**config.mk**
```make
export PLATFORM = sky130hd
export DESIGN_NAME = data_ram_arbiter
export DESIGN_NICKNAME = d
export VERILOG_FILES = /design/src/rtl/cpu_mem_pkg.sv /design/src/rtl/arb_sat_counter.sv /design/src/rtl/data_ram_arbiter.sv
export SDC_FILE = /design/constraint.sdc
export NUM_CORES = 1
export LEC_CHECK = 0
export BUFFER_PORTS_ARGS = -buffer_cell sky130_fd_sc_hd__buf_2
export CAP_MARGIN = 0
export CORE_MARGIN = 5
export CORE_UTILIZATION = 40
export CTS_BUF_LIST = sky130_fd_sc_hd__clkbuf_8
export DETAILED_ROUTE_END_ITERATION = 6
export GPL_TIMING_DRIVEN = 0
export MAX_ROUTING_LAYER = met4
export PLACE_DENSITY = 0.95
export REMOVE_ABC_BUFFERS = 1
export SYNTH_ARGS = -nofsm -noshare
export SYNTH_HDL_FRONTEND = slang
export SYNTH_HIERARCHICAL = 1
export SYNTH_SLANG_ARGS = --single-unit
```
**constraint.sdc**
```tcl
create_clock -name clk -period 4.4 [get_ports clk]
set_input_delay 0.44 -clock clk [delete_from_list [all_inputs] [get_ports clk]]
set_output_delay 0.44 -clock clk [all_outputs]
set_load 0.02 [all_outputs]
```
**src/rtl/cpu_mem_pkg.sv**
```systemverilog
// Shared types and constants for the data RAM arbiter.
package cpu_mem_pkg;

    localparam int unsigned DATA_W_DEFAULT = 16;
    localparam int unsigned CNT_W          = 4;

    typedef enum logic [1:0] {
        ARB       = 2'd0,
        HOST_LOCK = 2'd1,
        RELEASE   = 2'd2
    } arb_state_t;

    typedef enum logic [1:0] {
        NONE = 2'd0,
        PIPE = 2'd1,
        HOST = 2'd2
    } rd_owner_t;

endpackage

```
**src/rtl/arb_sat_counter.sv**
```systemverilog
// 4-bit up-counter that saturates at MAX; clear has priority over increment.
module arb_sat_counter
    import cpu_mem_pkg::*;
#(
    parameter int unsigned MAX = 15
) (
    input  logic             clk,
    input  logic             rst_n,
    input  logic             clr_i,
    input  logic             inc_i,
    output logic [CNT_W-1:0] cnt_o
);

    logic [CNT_W-1:0] cnt_q;
    logic [CNT_W-1:0] cnt_d;

    always_comb begin
        cnt_d = cnt_q;
        if (clr_i) begin
            cnt_d = '0;
        end else if (inc_i && (cnt_q != CNT_W'(MAX))) begin
            cnt_d = cnt_q + CNT_W'(1);
        end
    end

    always_ff @(posedge clk or negedge rst_n) begin
        if (!rst_n) begin
            cnt_q <= '0;
        end else begin
            cnt_q <= cnt_d;
        end
    end

    assign cnt_o = cnt_q;

endmodule

```
**src/rtl/data_ram_arbiter.sv**
```systemverilog
// Single-port data RAM arbiter: pipeline MEM stage has priority, host gets
// a starvation-forced slot and optional bounded locked bursts.
module data_ram_arbiter
    import cpu_mem_pkg::*;
#(
    parameter int unsigned DATA_W        = DATA_W_DEFAULT,
    parameter int unsigned HOST_MAX_WAIT = 4,
    parameter int unsigned LOCK_MAX      = 8
) (
    input  logic              clk,
    input  logic              reset,
    input  logic              pipe_req,
    input  logic              pipe_we,
    input  logic [DATA_W-1:0] pipe_addr,
    input  logic [DATA_W-1:0] pipe_wdata,
    output logic [DATA_W-1:0] pipe_rdata,
    output logic              pipe_stall,
    input  logic              host_req,
    input  logic              host_we,
    input  logic              host_lock,
    input  logic [DATA_W-1:0] host_addr,
    input  logic [DATA_W-1:0] host_wdata,
    output logic              host_gnt,
    output logic              host_rvalid,
    output logic [DATA_W-1:0] host_rdata,
    output logic [DATA_W-1:0] ram_address,
    output logic [DATA_W-1:0] ram_data,
    output logic              ram_wren,
    input  logic [DATA_W-1:0] ram_q
);

    arb_state_t       state_q;
    arb_state_t       state_d;
    rd_owner_t        rd_owner_q;
    rd_owner_t        rd_owner_d;
    logic [CNT_W-1:0] wait_cnt;
    logic [CNT_W-1:0] lock_cnt;
    logic             gnt_c;
    logic             force_grant;
    logic             lock_inc;
    logic             wait_inc;

    assign force_grant = (wait_cnt == CNT_W'(HOST_MAX_WAIT));

    // Grant decision and next state; the granting ARB cycle is the first locked cycle.
    always_comb begin
        state_d = state_q;
        gnt_c   = 1'b0;
        unique case (state_q)
            ARB: begin
                gnt_c = host_req && (!pipe_req || force_grant);
                if (gnt_c && host_lock) begin
                    state_d = (LOCK_MAX == 1) ? RELEASE : HOST_LOCK;
                end
            end
            HOST_LOCK: begin
                gnt_c = host_req;
                if (!host_req || !host_lock) begin
                    state_d = ARB;
                end else if (lock_cnt >= CNT_W'(LOCK_MAX - 1)) begin
                    state_d = RELEASE;
                end
            end
            RELEASE: begin
                state_d = ARB;
            end
            default: begin
                state_d = ARB;
            end
        endcase
        if (!reset) begin
            gnt_c = 1'b0;
        end
    end

    always_comb begin
        rd_owner_d = NONE;
        if (gnt_c && !host_we) begin
            rd_owner_d = HOST;
        end else if (pipe_req && !pipe_we && !gnt_c) begin
            rd_owner_d = PIPE;
        end
    end

    always_ff @(posedge clk or negedge reset) begin
        if (!reset) begin
            state_q    <= ARB;
            rd_owner_q <= NONE;
        end else begin
            state_q    <= state_d;
            rd_owner_q <= rd_owner_d;
        end
    end

    assign wait_inc = host_req && !gnt_c;
    assign lock_inc = gnt_c && host_lock;

    arb_sat_counter #(
        .MAX (HOST_MAX_WAIT)
    ) u_wait_cnt (
        .clk   (clk),
        .rst_n (reset),
        .clr_i (!wait_inc),
        .inc_i (wait_inc),
        .cnt_o (wait_cnt)
    );

    arb_sat_counter #(
        .MAX (15)
    ) u_lock_cnt (
        .clk   (clk),
        .rst_n (reset),
        .clr_i (!lock_inc),
        .inc_i (lock_inc),
        .cnt_o (lock_cnt)
    );

    // Outputs held at zero while reset is asserted.
    assign host_gnt    = gnt_c;
    assign pipe_stall  = pipe_req && gnt_c;
    assign ram_address = !reset ? '0 : (gnt_c ? host_addr : pipe_addr);
    assign ram_data    = !reset ? '0 : (gnt_c ? host_wdata : pipe_wdata);
    assign ram_wren    = reset && (gnt_c ? host_we : (pipe_req && pipe_we));
    assign host_rvalid = (rd_owner_q == HOST);
    assign host_rdata  = reset ? ram_q : '0;
    assign pipe_rdata  = reset ? ram_q : '0;

endmodule

```
After elaboration in Yosys (flattened, before gate mapping)

Cells that the tools add are included.

Input port bits: 87
Output and inout port bits: 68
Word-level logic and storage cells: 56
Flip-flop bits (word level): 12

$lt $le $gt $ge: 1
Add/subtract/negate cells: 2
Eq/ne operators: 9
Reduce and logical (&&, ||, !) cells: 22
Multiplexer cells: 18

Operator list:

| cell                                                                                | number |
|---|---|
| 16-bit 2-to-1 mux                                                                   | 5 |
| 4-bit 2-to-1 mux                                                                    | 4 |
| 1-bit logical AND                                                                   | 12 |
| 4-bit by 1-bit adder with 4-bit output, second input constant                       | 2 |
| 2-bit 2-to-1 mux                                                                    | 4 |
| 1-bit zero test                                                                     | 6 |
| 2-bit != test, second input constant                                                | 3 |
| 4-bit by 3-bit == test with 1-bit output, second input constant                     | 1 |
| 4-bit by 3-bit greater-or-equal comparator with 1-bit output, second input constant | 1 |
| 4-bit by 3-bit != test with 1-bit output, second input constant                     | 1 |
| 4-bit != test, second input constant                                                | 1 |
| 2-bit case mux with 2 select lines                                                  | 1 |
| 1-bit 2-to-1 mux                                                                    | 3 |
| 3-bit != test, second input constant                                                | 1 |
| 2-bit by 1-bit == test with 1-bit output, second input constant                     | 1 |
| 2-bit == test, second input constant                                                | 1 |
| 2-bit zero test                                                                     | 1 |
| 1-bit logical OR                                                                    | 2 |
| 1-bit case mux with 2 select lines                                                  | 1 |
| 2-bit AND reduction                                                                 | 1 |

Logic depth before layout (Yosys ltp)

Word-level depth: 10
Mapped depth: 8
Mapped depth without buffers: 7

Cells and area by module

The synthesis kept the hierarchy.

By module, submodules not included:

| module                        | instances | area an instance (um2) | cells each | sequential area each (um2) |
|---|---|---|---|---|
| data_ram_arbiter              | 1         | 1082.3                 | 163        | 100.1 |
| arb_sat_counter at u_wait_cnt | 1         | 235.2                  | 24         | 100.1 |
| arb_sat_counter at u_lock_cnt | 1         | 229.0                  | 20         | 100.1 |

Worst setup path before layout

OpenSTA, ideal clock, no wires.

Path kind: input to output
Start: input pipe_req
End: output ram_address[14]
Slack: 2384 ps
Path buffers: 2
Stages: 5
Data required time: 3960 ps
Data arrival time: 1576 ps
Cell sequence: inv_1 o311ai_2 buf_6 buf_6 mux2i_1

Longest elaborated chain between the ends: 7

RTL lines:

| element                            | line                    | source |
|---|---|---|
| start: declaration                 | data_ram_arbiter.sv:12  | `input logic pipe_req,` |
| 1-bit zero test                    | data_ram_arbiter.sv:51  | `gnt_c = host_req && (!pipe_req \|\| force_grant);` |
| 1-bit logical OR                   | data_ram_arbiter.sv:51  |  |
| 1-bit logical AND                  | data_ram_arbiter.sv:51  |  |
| 1-bit case mux with 2 select lines | data_ram_arbiter.sv:49  | `unique case (state_q)` |
| 1-bit 2-to-1 mux                   | data_ram_arbiter.sv:71  | `if (!reset) begin` |
| 16-bit 2-to-1 mux (2 in series)    | data_ram_arbiter.sv:121 | `assign ram_address = !reset ? '0 : (gnt_c ? host_addr : pipe_addr);` |
| end: declaration                   | data_ram_arbiter.sv:26  | `output logic [DATA_W-1:0] ram_address,` |

No other way between the ends.

Final worst setup path

Start: input reset
End: output ram_data[3]

Longest elaborated chain between the ends: 3

RTL lines:

| element               | line                    | source |
|---|---|---|
| start: declaration    | data_ram_arbiter.sv:11  | `input logic reset,` |
| 1-bit 2-to-1 mux      | data_ram_arbiter.sv:71  |  |
| 16-bit 2-to-1 mux     | data_ram_arbiter.sv:122 | `assign ram_data = !reset ? '0 : (gnt_c ? host_wdata : pipe_wdata);` |
| 16-bit 2-to-1 mux (*) | data_ram_arbiter.sv:122 |  |
| end: declaration      | data_ram_arbiter.sv:27  | `output logic [DATA_W-1:0] ram_data,` |

Every way passes the cells marked *; elsewhere a longest branch is shown, timed or not.

==> metrics.md <==
| Metric | Value |
|---|---|
| Power share of the combinational group | 46.1% |
| Gr ovfl total | 0 |
| Post-DP HPWL | 4390 um |
| Worst Hold Class | in2reg |
| WHS Path Cells | 2 |
| Vias in the first global route | 1,683 |
| Hold slack | roughly 360 ps |
| Antenna Cells | 0 |
| Max Freq | 0.336 GHz |
| Syn avg cell area | 7.47 um^2 |
| Status | complete, no violations |
| Total core area | about 0.0037 mm^2 |
| Int Power | 0.279 mW |
| CP Class | in2out |
| Final instance area | 0.00229 mm^2 |
| Leakage | ~1.6 nW |
| CTS root buf | clkbuf_8 |
| Die ar. | 0.00521 mm^2 |
| DR DRC count | 0 |
| Maximum vdd ir drop | roughly 0.0001 V |
| Syn-to-layout area delta | 48.3% |
| Placer Congestion | 0.838 |
| Max Cap Violations | 0 |
| Vias | 1,809 |
| FILL cells | 321 |
| ANT nets after route | 0 |
| Final Hold Violating Endpoints | 0 |
| Worst-Margin Slew | 1010 ps |
| Clock-pin transition on the worst setup and hold timing paths | 60 ps |
| #FFs+latches synth | 12 |
| Cells after Synth | ~210 |
| Sw Ratio | 37.3% |
| Clock Skew | 3.13 ps |
| Crit end category | primary output |
| Wire per inst | 13.2 um |
| Tmin final | between 2000 and 3000 ps |
| R2R cell count | 6 |
| Initial DRC count | 63 |
| Critical-path maximum fanout | 62 |
| Reg2reg setup slack | 2060 ps |
| Slew headroom | 32.6% |
| Hold EP | rd_owner_q[1] |
| Sequential share of power | between 20% and 30% |
| Die Span X | 72.2 um |
| Post_cts resized | 0 |
| RSZ-0062 raised after global routing | no |
| Initial Utilization | 41.6% |
| First-pass detailed-route iteration total | 4 |
| Clk pwr share | between 20% and 30% |
| Seq/Total Area, Yosys | about a fifth |
| Clk Latency, worst-skew pair | 240 ps |
| Final Setup Violations | 0 |
| Total Routing Usage GR | a little under a fifth |
| Final #Nets | 433 |
| Pwr/cell area | between 150 and 200 mW/mm^2 |
| Setup TNS | 0 ps |
| CTS Buf Count | 3 |
| Share of layout cells above drive strength 1 | 49.7% |
| Post-Synthesis Cell Area | ~0.0015 mm^2 |
| Period utilization | 67.7% |
| Most common cell after layout, fill and taps aside | buf_2 |
| Reg2reg start | u_wait_cnt/cnt_o[2] |
| Port Buffers | about 150 |
| CP required | 3960 ps |
| Largest net degree at the start of global routing | 63 |
| First-pass GRT wire length | 7560 um |
| DR vias/cell | 4.64 |
| Clk sinks | 12 |
| Area after DPL | 0.00224 mm^2 |
| Number of distinct library cells after synthesis | 31 |
| Synth warn | 6 |
| CP arrival | ~2500 ps |
| Final WL | 5160 um |
| # rows | 22 |
| Hold Startpoint | host_we |
| Post-CTS Hold Buffers | 0 |
| Post-CTS Setup Bufs | 0 |
| CTS tree | built |
| # IOs | 155 |
| R2r endpoint | u_lock_cnt/cnt_o[0] |
| Clock buffer depth | 2 |
| Max H-tree Level | 1 |
| Initial antenna violation count | 0 |
| Die Ht | 72.2 um |
| Net Sw Power | 0.166 mW |
| Overall Power | about 0.44 mW |
| Commonest non-fill, non-tap cells in the layout | buf_2 (154), inv_1 (38), nand2_1 (37), mux2i_1 (34), and2_1 (18) |
| Startpoint types | input pin |
| Final slew viol count | 0 |
[critical path: stages]
cell and delay [ps]:
buf_2 750, o311ai_4 510, buf_8 310, buf_8 160
mux2i_1 150, buf_2 180
[sequential cells by signal (all words and copies together) (netlist names)]
register / flops
u_wait_cnt/cnt_o: 4
rd_owner_q: 2
state_q: 2
u_lock_cnt/cnt_o: 4
[worst max-delay path by stage]
stage | startpoint | end | slack [ps] | depth (start not counted)
2_1_floorplan | u_wait_cnt/cnt_o[2] | u_lock_cnt/cnt_o[0] | 130 | 6
3_3_place_gp | pipe_req | u_lock_cnt/cnt_o[0] | -210 | 7
3_5_place_dp | reset | ram_data[3] | 1420 | 6
4_1_cts | reset | ram_data[3] | 1410 | 6
5_1_grt | reset | ram_data[15] | 1210 | 6
6_report | reset | ram_data[3] | 1420 | 6
[through the flow]
step	worst slack (ps)	std cells	util [%]
detailed placement	1420	386	60.2
floorplan	131	182	-
global route	1210	390	61.7
finish	1420	390	61.7
global placement	-207	384	59.2
CTS	1410	390	61.7
[kinds of logic after synthesis]
group	synth area share, %
flip-flops	19.4
multiplexers	24.4
adder cells (fa/ha/maj)	2.43
AO/OA/AOI/OAI	3.96
buffers and inverters	20.8
AND/OR/NAND/NOR	29.0
[synthesized netlist by cell type]
cell,n,area share [%]
nor2_1,6,1.5
and2_1,18,7.3
nor2b_4,1,0.89
and3_4,1,0.73
and3_1,1,0.40
a21oi_1,3,0.97
or3_1,1,0.40
ha_1,3,2.4
o21ai_0,1,0.32
inv_1,38,9.2
clkbuf_1,4,0.97
a211oi_1,1,0.49
mux2_4,1,0.97
dfrtp_1,12,19
o311ai_2,1,1.1
nand4_1,2,0.81
and4b_2,1,0.73
nor3_1,6,1.9
a31oi_1,1,0.40
nor2b_2,1,0.57
nor4b_4,1,1.5
mux2_2,2,1.5
nand2_1,37,9.0
nor2b_1,3,1.2
buf_4,16,7.8
buf_2,2,0.65
or2_0,1,0.40
buf_6,3,2.2
nand2b_1,4,1.6
a21boi_2,1,0.73
mux2i_1,34,22
[layer usage]
layer	up-vias	share of wire [%]	global-route usage, %
met1	803	35	18.0
met4	0	1.3	4.38
met2	99	53	37.2
met3	6	10	4.71
li1	901	-	-
met5	-	0	-
[power by group through the flow]
stage	clock, mW	combinational, mW	sequential [mW]
2_1_floorplan	0	0.113	0.118
3_3_place_gp	0	0.200	0.119
4_1_cts	0.126	0.207	0.117
6_report	0.123	0.205	0.117
3_5_place_dp	0	0.206	0.119
5_1_grt	0.131	0.221	0.117
[cell type report]
| class | count | area [um^2] | share of cell area [%] |
|---|---|---|---|
| inverters | 38 | 143 | 6.22 |
| flip-flops and latches | 12 | 300 | 13.1 |
| multi-input cells | 132 | 935 | 40.8 |
| clock buffers | 4 | 55.1 | 2.40 |
| repair buffers | 156 | 801 | 34.9 |
| well taps | 48 | 60.1 | 2.62 |
No activity file was read; power rests on OpenSTA's default activity.
